### config.mk
export PLATFORM = sky130hd
export DESIGN_NAME = traffic_scheduler_flat
export DESIGN_NICKNAME = d
export VERILOG_FILES = /design/src/rtl/traffic_scheduler_pkg.sv /design/src/rtl/traffic_scheduler_if.sv /design/src/rtl/traffic_scheduler_lfsr16.sv /design/src/rtl/traffic_scheduler.sv /design/src/flat_wrapper.sv
export SDC_FILE = /design/constraint.sdc
export NUM_CORES = 1
export LEC_CHECK = 0
export ABC_CLOCK_PERIOD_IN_PS = 6180
export CAP_MARGIN = 20
export CORE_UTILIZATION = 53
export DETAILED_ROUTE_END_ITERATION = 7
export GPL_TIMING_DRIVEN = 0
export MAX_ROUTING_LAYER = met4
export PLACE_DENSITY = 0.81
export SYNTH_ARGS = -nofsm -noshare
export SYNTH_HDL_FRONTEND = slang
export SYNTH_HIERARCHICAL = 1
export SYNTH_SLANG_ARGS = --single-unit
### constraint.sdc
create_clock -name clk -period 6.18 [get_ports clk]
set_clock_uncertainty 0.05 [all_clocks]
set_input_delay 1.236 -clock clk [delete_from_list [all_inputs] [get_ports clk]]
set_output_delay 1.236 -clock clk [all_outputs]
set_load 0.005 [all_outputs]
### src/rtl/traffic_scheduler_pkg.sv
// Shared constants for the dodge-car game: screen and sprite geometry,
// lane layout defaults, scheduler FSM states and the LFSR step function.
package traffic_scheduler_pkg;

  localparam int SCREEN_WIDTH  = 640;
  localparam int SCREEN_HEIGHT = 480;
  localparam int CAR_W         = 32;
  localparam int CAR_H         = 64;

  localparam int DEF_LANE_BITS    = 2;
  localparam int DEF_LANE_BASE    = 200;
  localparam int DEF_LANE_PITCH   = 64;
  localparam int DEF_SPAWN_GAP    = 96;
  localparam int DEF_SPAWN_FRAMES = 40;
  localparam logic [15:0] DEF_LFSR_SEED = 16'hACE1;

  typedef enum logic [1:0] {
    ST_IDLE,
    ST_MOVE,
    ST_RETIRE,
    ST_SPAWN
  } sched_state_e;

  // Right-shifting Galois form of the x^16+x^14+x^13+x^11+1 polynomial
  function automatic logic [15:0] lfsr_next(input logic [15:0] s);
    return {1'b0, s[15:1]} ^ (s[0] ? 16'hB400 : 16'h0000);
  endfunction

endpackage

### src/rtl/traffic_scheduler_if.sv
// Control and sprite-slot bus between the game logic and the traffic scheduler.
interface traffic_scheduler_if #(
  parameter int NUM_CARS = 3
);

  logic                    frame_tick;
  logic                    run;
  logic                    clear;
  logic                    collision;
  logic [2:0]              speed;
  logic [10*NUM_CARS-1:0]  car_x;
  logic [10*NUM_CARS-1:0]  car_y;
  logic [NUM_CARS-1:0]     car_en;
  logic [7:0]              passed_cnt;
  logic                    busy;

  modport master (
    output frame_tick, run, clear, collision, speed,
    input  car_x, car_y, car_en, passed_cnt, busy
  );

  modport slave (
    input  frame_tick, run, clear, collision, speed,
    output car_x, car_y, car_en, passed_cnt, busy
  );

endinterface

### src/rtl/traffic_scheduler_lfsr16.sv
// Free-running 16-bit Galois LFSR used to pick spawn lanes.
module lfsr16
  import traffic_scheduler_pkg::*;
#(
  parameter logic [15:0] SEED = DEF_LFSR_SEED
) (
  input  logic        clk,
  input  logic        reset_n,
  output logic [15:0] state
);

  logic [15:0] state_q;
  logic [15:0] state_d;

  always_comb begin
    state_d = lfsr_next(state_q);
  end

  always_ff @(posedge clk or negedge reset_n) begin
    if (!reset_n) begin
      state_q <= SEED;
    end else begin
      state_q <= state_d;
    end
  end

  assign state = state_q;

endmodule

### src/rtl/traffic_scheduler.sv
// Per-frame obstacle car scheduler: moves, retires and spawns cars in
// NUM_CARS sprite slots, one slot per clock, after each accepted vblank tick.
module traffic_scheduler
  import traffic_scheduler_pkg::*;
#(
  parameter int          NUM_CARS     = 3,
  parameter int          LANE_BITS    = DEF_LANE_BITS,
  parameter int          LANE_BASE    = DEF_LANE_BASE,
  parameter int          LANE_PITCH   = DEF_LANE_PITCH,
  parameter int          SCREEN_H     = SCREEN_HEIGHT,
  parameter int          SPAWN_GAP    = DEF_SPAWN_GAP,
  parameter int          SPAWN_FRAMES = DEF_SPAWN_FRAMES,
  parameter logic [15:0] LFSR_SEED    = DEF_LFSR_SEED
) (
  input  logic                clk,
  input  logic                reset_n,
  traffic_scheduler_if.slave  bus
);

  localparam int IDX_W = (NUM_CARS > 1) ? $clog2(NUM_CARS) : 1;
  localparam int TMR_W = (SPAWN_FRAMES > 1) ? $clog2(SPAWN_FRAMES) : 1;
  localparam logic [IDX_W-1:0] LAST_IDX     = IDX_W'(NUM_CARS - 1);
  localparam logic [TMR_W-1:0] TIMER_RELOAD = TMR_W'(SPAWN_FRAMES - 1);

  sched_state_e         state_q, state_d;
  logic [IDX_W-1:0]     idx_q, idx_d;
  logic [TMR_W-1:0]     timer_q, timer_d;
  logic [7:0]           passed_q, passed_d;
  logic                 busy_q, busy_d;
  logic [NUM_CARS-1:0]  en_q, en_d;
  logic [9:0]           x_q [NUM_CARS];
  logic [9:0]           x_d [NUM_CARS];
  logic [9:0]           y_q [NUM_CARS];
  logic [9:0]           y_d [NUM_CARS];

  logic [15:0]          lfsr_state;
  logic [9:0]           lane_x;
  logic                 free_found;
  logic [IDX_W-1:0]     free_idx;
  logic                 gap_ok;

  lfsr16 #(
    .SEED (LFSR_SEED)
  ) u_lfsr (
    .clk     (clk),
    .reset_n (reset_n),
    .state   (lfsr_state)
  );

  assign lane_x = 10'(LANE_BASE) + 10'(LANE_PITCH) * 10'(lfsr_state[LANE_BITS-1:0]);

  // Lowest free slot wins; a spawn is held off until every live car is far enough down
  always_comb begin
    free_found = 1'b0;
    free_idx   = '0;
    gap_ok     = 1'b1;
    for (int i = NUM_CARS - 1; i >= 0; i--) begin
      if (!en_q[i]) begin
        free_found = 1'b1;
        free_idx   = IDX_W'(i);
      end
    end
    for (int i = 0; i < NUM_CARS; i++) begin
      if (en_q[i] && (y_q[i] < 10'(SPAWN_GAP))) begin
        gap_ok = 1'b0;
      end
    end
  end

  always_comb begin
    state_d  = state_q;
    idx_d    = idx_q;
    timer_d  = timer_q;
    passed_d = passed_q;
    busy_d   = busy_q;
    en_d     = en_q;
    x_d      = x_q;
    y_d      = y_q;

    unique case (state_q)
      ST_IDLE: begin
        if (bus.frame_tick && bus.run && !bus.collision) begin
          state_d = ST_MOVE;
          idx_d   = '0;
          busy_d  = 1'b1;
        end
      end
      ST_MOVE: begin
        if (en_q[idx_q]) begin
          y_d[idx_q] = y_q[idx_q] + {7'd0, bus.speed};
        end
        if (idx_q == LAST_IDX) begin
          state_d = ST_RETIRE;
          idx_d   = '0;
        end else begin
          idx_d = idx_q + 1'b1;
        end
      end
      ST_RETIRE: begin
        if (en_q[idx_q] && (y_q[idx_q] >= 10'(SCREEN_H))) begin
          en_d[idx_q] = 1'b0;
          if (passed_q != 8'hFF) begin
            passed_d = passed_q + 8'd1;
          end
        end
        if (idx_q == LAST_IDX) begin
          state_d = ST_SPAWN;
          idx_d   = '0;
        end else begin
          idx_d = idx_q + 1'b1;
        end
      end
      ST_SPAWN: begin
        if (timer_q != '0) begin
          timer_d = timer_q - 1'b1;
        end else if (free_found && gap_ok) begin
          en_d[free_idx] = 1'b1;
          y_d[free_idx]  = 10'd0;
          x_d[free_idx]  = lane_x;
          timer_d        = TIMER_RELOAD;
        end
        state_d = ST_IDLE;
        busy_d  = 1'b0;
      end
      default: begin
        state_d = ST_IDLE;
        busy_d  = 1'b0;
      end
    endcase

    // Clear overrides whatever the sequence was doing, including a same-cycle tick
    if (bus.clear) begin
      state_d  = ST_IDLE;
      idx_d    = '0;
      timer_d  = '0;
      passed_d = 8'd0;
      busy_d   = 1'b0;
      en_d     = '0;
      for (int i = 0; i < NUM_CARS; i++) begin
        x_d[i] = 10'd0;
        y_d[i] = 10'd0;
      end
    end
  end

  always_ff @(posedge clk or negedge reset_n) begin
    if (!reset_n) begin
      state_q  <= ST_IDLE;
      idx_q    <= '0;
      timer_q  <= '0;
      passed_q <= 8'd0;
      busy_q   <= 1'b0;
      en_q     <= '0;
      for (int i = 0; i < NUM_CARS; i++) begin
        x_q[i] <= 10'd0;
        y_q[i] <= 10'd0;
      end
    end else begin
      state_q  <= state_d;
      idx_q    <= idx_d;
      timer_q  <= timer_d;
      passed_q <= passed_d;
      busy_q   <= busy_d;
      en_q     <= en_d;
      x_q      <= x_d;
      y_q      <= y_d;
    end
  end

  for (genvar g = 0; g < NUM_CARS; g++) begin : g_pack
    assign bus.car_x[10*g +: 10] = x_q[g];
    assign bus.car_y[10*g +: 10] = y_q[g];
  end

  assign bus.car_en     = en_q;
  assign bus.passed_cnt = passed_q;
  assign bus.busy       = busy_q;

endmodule

### src/flat_wrapper.sv
// flat-port wrapper written by rule: the top's interface ports become plain ports
module traffic_scheduler_flat import traffic_scheduler_pkg::*;
#(
  parameter int          NUM_CARS     = 3,
  parameter int          LANE_BITS    = DEF_LANE_BITS,
  parameter int          LANE_BASE    = DEF_LANE_BASE,
  parameter int          LANE_PITCH   = DEF_LANE_PITCH,
  parameter int          SCREEN_H     = SCREEN_HEIGHT,
  parameter int          SPAWN_GAP    = DEF_SPAWN_GAP,
  parameter int          SPAWN_FRAMES = DEF_SPAWN_FRAMES,
  parameter logic [15:0] LFSR_SEED    = DEF_LFSR_SEED
)
  (clk, reset_n, bus_frame_tick, bus_run, bus_clear, bus_collision, bus_speed, bus_car_x, bus_car_y, bus_car_en, bus_passed_cnt, bus_busy);
  traffic_scheduler_if #(.NUM_CARS(NUM_CARS)) bus_i ();
  input  logic clk;
  input  logic reset_n;
  input wire logic [$bits(bus_i.frame_tick)-1:0] bus_frame_tick;
  input wire logic [$bits(bus_i.run)-1:0] bus_run;
  input wire logic [$bits(bus_i.clear)-1:0] bus_clear;
  input wire logic [$bits(bus_i.collision)-1:0] bus_collision;
  input wire logic [$bits(bus_i.speed)-1:0] bus_speed;
  output wire logic [$bits(bus_i.car_x)-1:0] bus_car_x;
  output wire logic [$bits(bus_i.car_y)-1:0] bus_car_y;
  output wire logic [$bits(bus_i.car_en)-1:0] bus_car_en;
  output wire logic [$bits(bus_i.passed_cnt)-1:0] bus_passed_cnt;
  output wire logic [$bits(bus_i.busy)-1:0] bus_busy;
  assign bus_i.frame_tick = bus_frame_tick;
  assign bus_i.run = bus_run;
  assign bus_i.clear = bus_clear;
  assign bus_i.collision = bus_collision;
  assign bus_i.speed = bus_speed;
  assign bus_car_x = bus_i.car_x;
  assign bus_car_y = bus_i.car_y;
  assign bus_car_en = bus_i.car_en;
  assign bus_passed_cnt = bus_i.passed_cnt;
  assign bus_busy = bus_i.busy;
  traffic_scheduler #(.NUM_CARS(NUM_CARS), .LANE_BITS(LANE_BITS), .LANE_BASE(LANE_BASE), .LANE_PITCH(LANE_PITCH), .SCREEN_H(SCREEN_H), .SPAWN_GAP(SPAWN_GAP), .SPAWN_FRAMES(SPAWN_FRAMES), .LFSR_SEED(LFSR_SEED)) u_core (.clk(clk), .reset_n(reset_n), .bus(bus_i));
endmodule
==> run summary <==
Multi-input gate area: 2130 um^2
chip height: 93.1 um
WL/cell: 18.0 um
Worst-Margin Slew: 1.07 ns
Crit. Startpoint: u_core/idx_q[1]
worst hold path type: reg -> reg
Clock power frac: 0.234
Peak VDD IR: 204 uV
Int Power: 1140 uW
initial DRC count: 293
I/O Pins: 81
Slew Viols, Final: 0
global routing usage on met2: 0.463
Clk pin slew, worst setup/hold paths: 0.08 ns
final hold viol count: 0
first-pass GRT wire length: 18.0 mm
crit path max fanout: 10
fmax: 0.286 GHz
clock buffer depth: 2
CTS resizes: 0
area of the mapped netlist: 4400 um^2
WS Path Type: reg -> reg
YS warnings: 6
vias per inst: 6.02
met1 usage: 0.336
max-cap viol count: 0
post-route cell area: 5440 um^2
Fillers: 654
final setup vio count: 0
Worst Setup End Kind: register
hold-fix buffers at CTS: 0
most common cell after layout, fill and taps aside: dfrtp_1
# DRC: 0
gr ovfl total: 0
Die ar.: 8660 um^2
initial core utilization: 0.557
met3 Use GR: 0.0488
vias: 3781
Hold Crit Start: u_core/u_lfsr/state[4]
placed cell area: 5220 um^2
CP Data Arrival Time: 3.68 ns
sequential power share: 0.374
antenna violations before repair: 0
Syn Inst Count: 431
Worst setup SP type: register
layout cells sized above 1: 0.141
htree depth: 3
most frequent cells in the layout: 72 x dfrtp_1, 60 x clkdlybuf4s50_1, 43 x nor2_1, 35 x nand2_1
Syn Area/Cell: 10.2 um^2
CTS tree: built
post-route ant nets: 0
RSZ-0062 raised after global routing: no
port buffer count: 61
largest net degree at the start of global routing: 60
relative slew slack: 0.283
CTS root buf: clkbuf_8
FF-to-FF Start: u_core/idx_q[1]
Area growth syn-to-layout: 23.6%
FF+latch area: 2010 um^2
fin nets: 541
global-route usage over all layers: 0.278
busiest grt layer: met2
num rows: 32
Crit path required time: 6.37 ns
Worst-Skew Late Latency: 0.35 ns
Logic pwr share: 0.392
post-layout minimum cycle time: 3.49 ns
vias in the first global route: 3693
Leak: 0.00232 uW
Tcrit/Tclk final: 0.565
n_diodes: 0
outcome: completed
final wirelength: 11.3 mm
Core Footprint: 7890 um^2
Sink Count: 80
Fin Hold WS: 0.304 ns
drt first pass iters: 5
dpl hpwl: 8.20 mm
CTS Buf Count: 9
Post-CTS Setup Bufs: 0
RD Place Congestion: 0.961
PwrDens: 328 nW/um^2
r2r setup slk: 2.69 ns
Sw Pwr: 644 uW
Fin Setup TNS: 0 ns
sw frac: 0.361
DIE WIDTH: 93.1 um
-- state kept, by name, summed over array words and instances, names as in the netlist --
| signal | flops |
|---|---|
| u_core/bus.car_y | 30 |
| u_core/u_lfsr/state | 16 |
| u_core/bus.car_x | 12 |
| u_core/bus.passed_cnt | 8 |
| u_core/timer_q | 6 |
| u_core/bus.car_en | 3 |
| u_core/idx_q | 2 |
| u_core/state_q | 2 |
| u_core/bus.busy | 1 |
-- per-stage QoR --
stage           util  std cells  worst slack, ns  total power (uW)
2_1_floorplan      -        448             3.28              1110
3_3_place_gp   0.659        611             1.10              1340
3_5_place_dp   0.662        612             2.61              1360
4_1_cts        0.689        628             2.75              1780
5_1_grt        0.689        628             2.57              1880
6_report       0.689        628             2.69              1790
-- power groups by stage --
stage | sequential [uW] | clock, uW | combinational (uW)
after CTS | 668 | 422 | 691
after global routing | 679 | 447 | 757
after detailed placement | 678 | 0 | 684
after global placement | 674 | 0 | 663
after floorplan | 666 | 0 | 440
final | 668 | 418 | 700
-- critical path: stages (launching register included) --
cell,delay (ns)
dfrtp_1,0.36
buf_6,0.17
buf_8,0.16
clkbuf_1,0.47
mux2i_1,0.25
nor2_1,0.05
a21oi_1,0.21
inv_1,0.07
ha_1,0.28
a21o_1,0.20
a21oi_1,0.27
nor3_2,0.13
a21oi_1,0.27
nor2_1,0.12
a221o_1,0.33
-- final cells by class --
class,instances,area share
multi-input cells,314,0.392
clock inverters,5,0.0150
plain buffers,36,0.0456
repair buffers,62,0.117
inverters,18,0.0124
clock buffers,11,0.0242
well taps,102,0.0235
flip-flops and latches,80,0.370
-- path summary, 6_finish.rpt --
check,endpoint,cells past startpoint
min in group asynchronous,u_core/bus.car_y[15],1
max reg2reg,u_core/bus.car_y[29],14
min,u_core/u_lfsr/state[3],0
max in group asynchronous,u_core/u_lfsr/state[10],2
max,u_core/bus.car_y[29],14
min reg2reg,u_core/u_lfsr/state[3],0
-- layer usage --
layer | vias up | share of wire
met3 | 33 | 0.083
met2 | 207 | 0.48
li1 | 1712 | -
met4 | 0 | 0.022
met5 | - | 0
met1 | 1829 | 0.41
(Power assumes the default switching activity.)
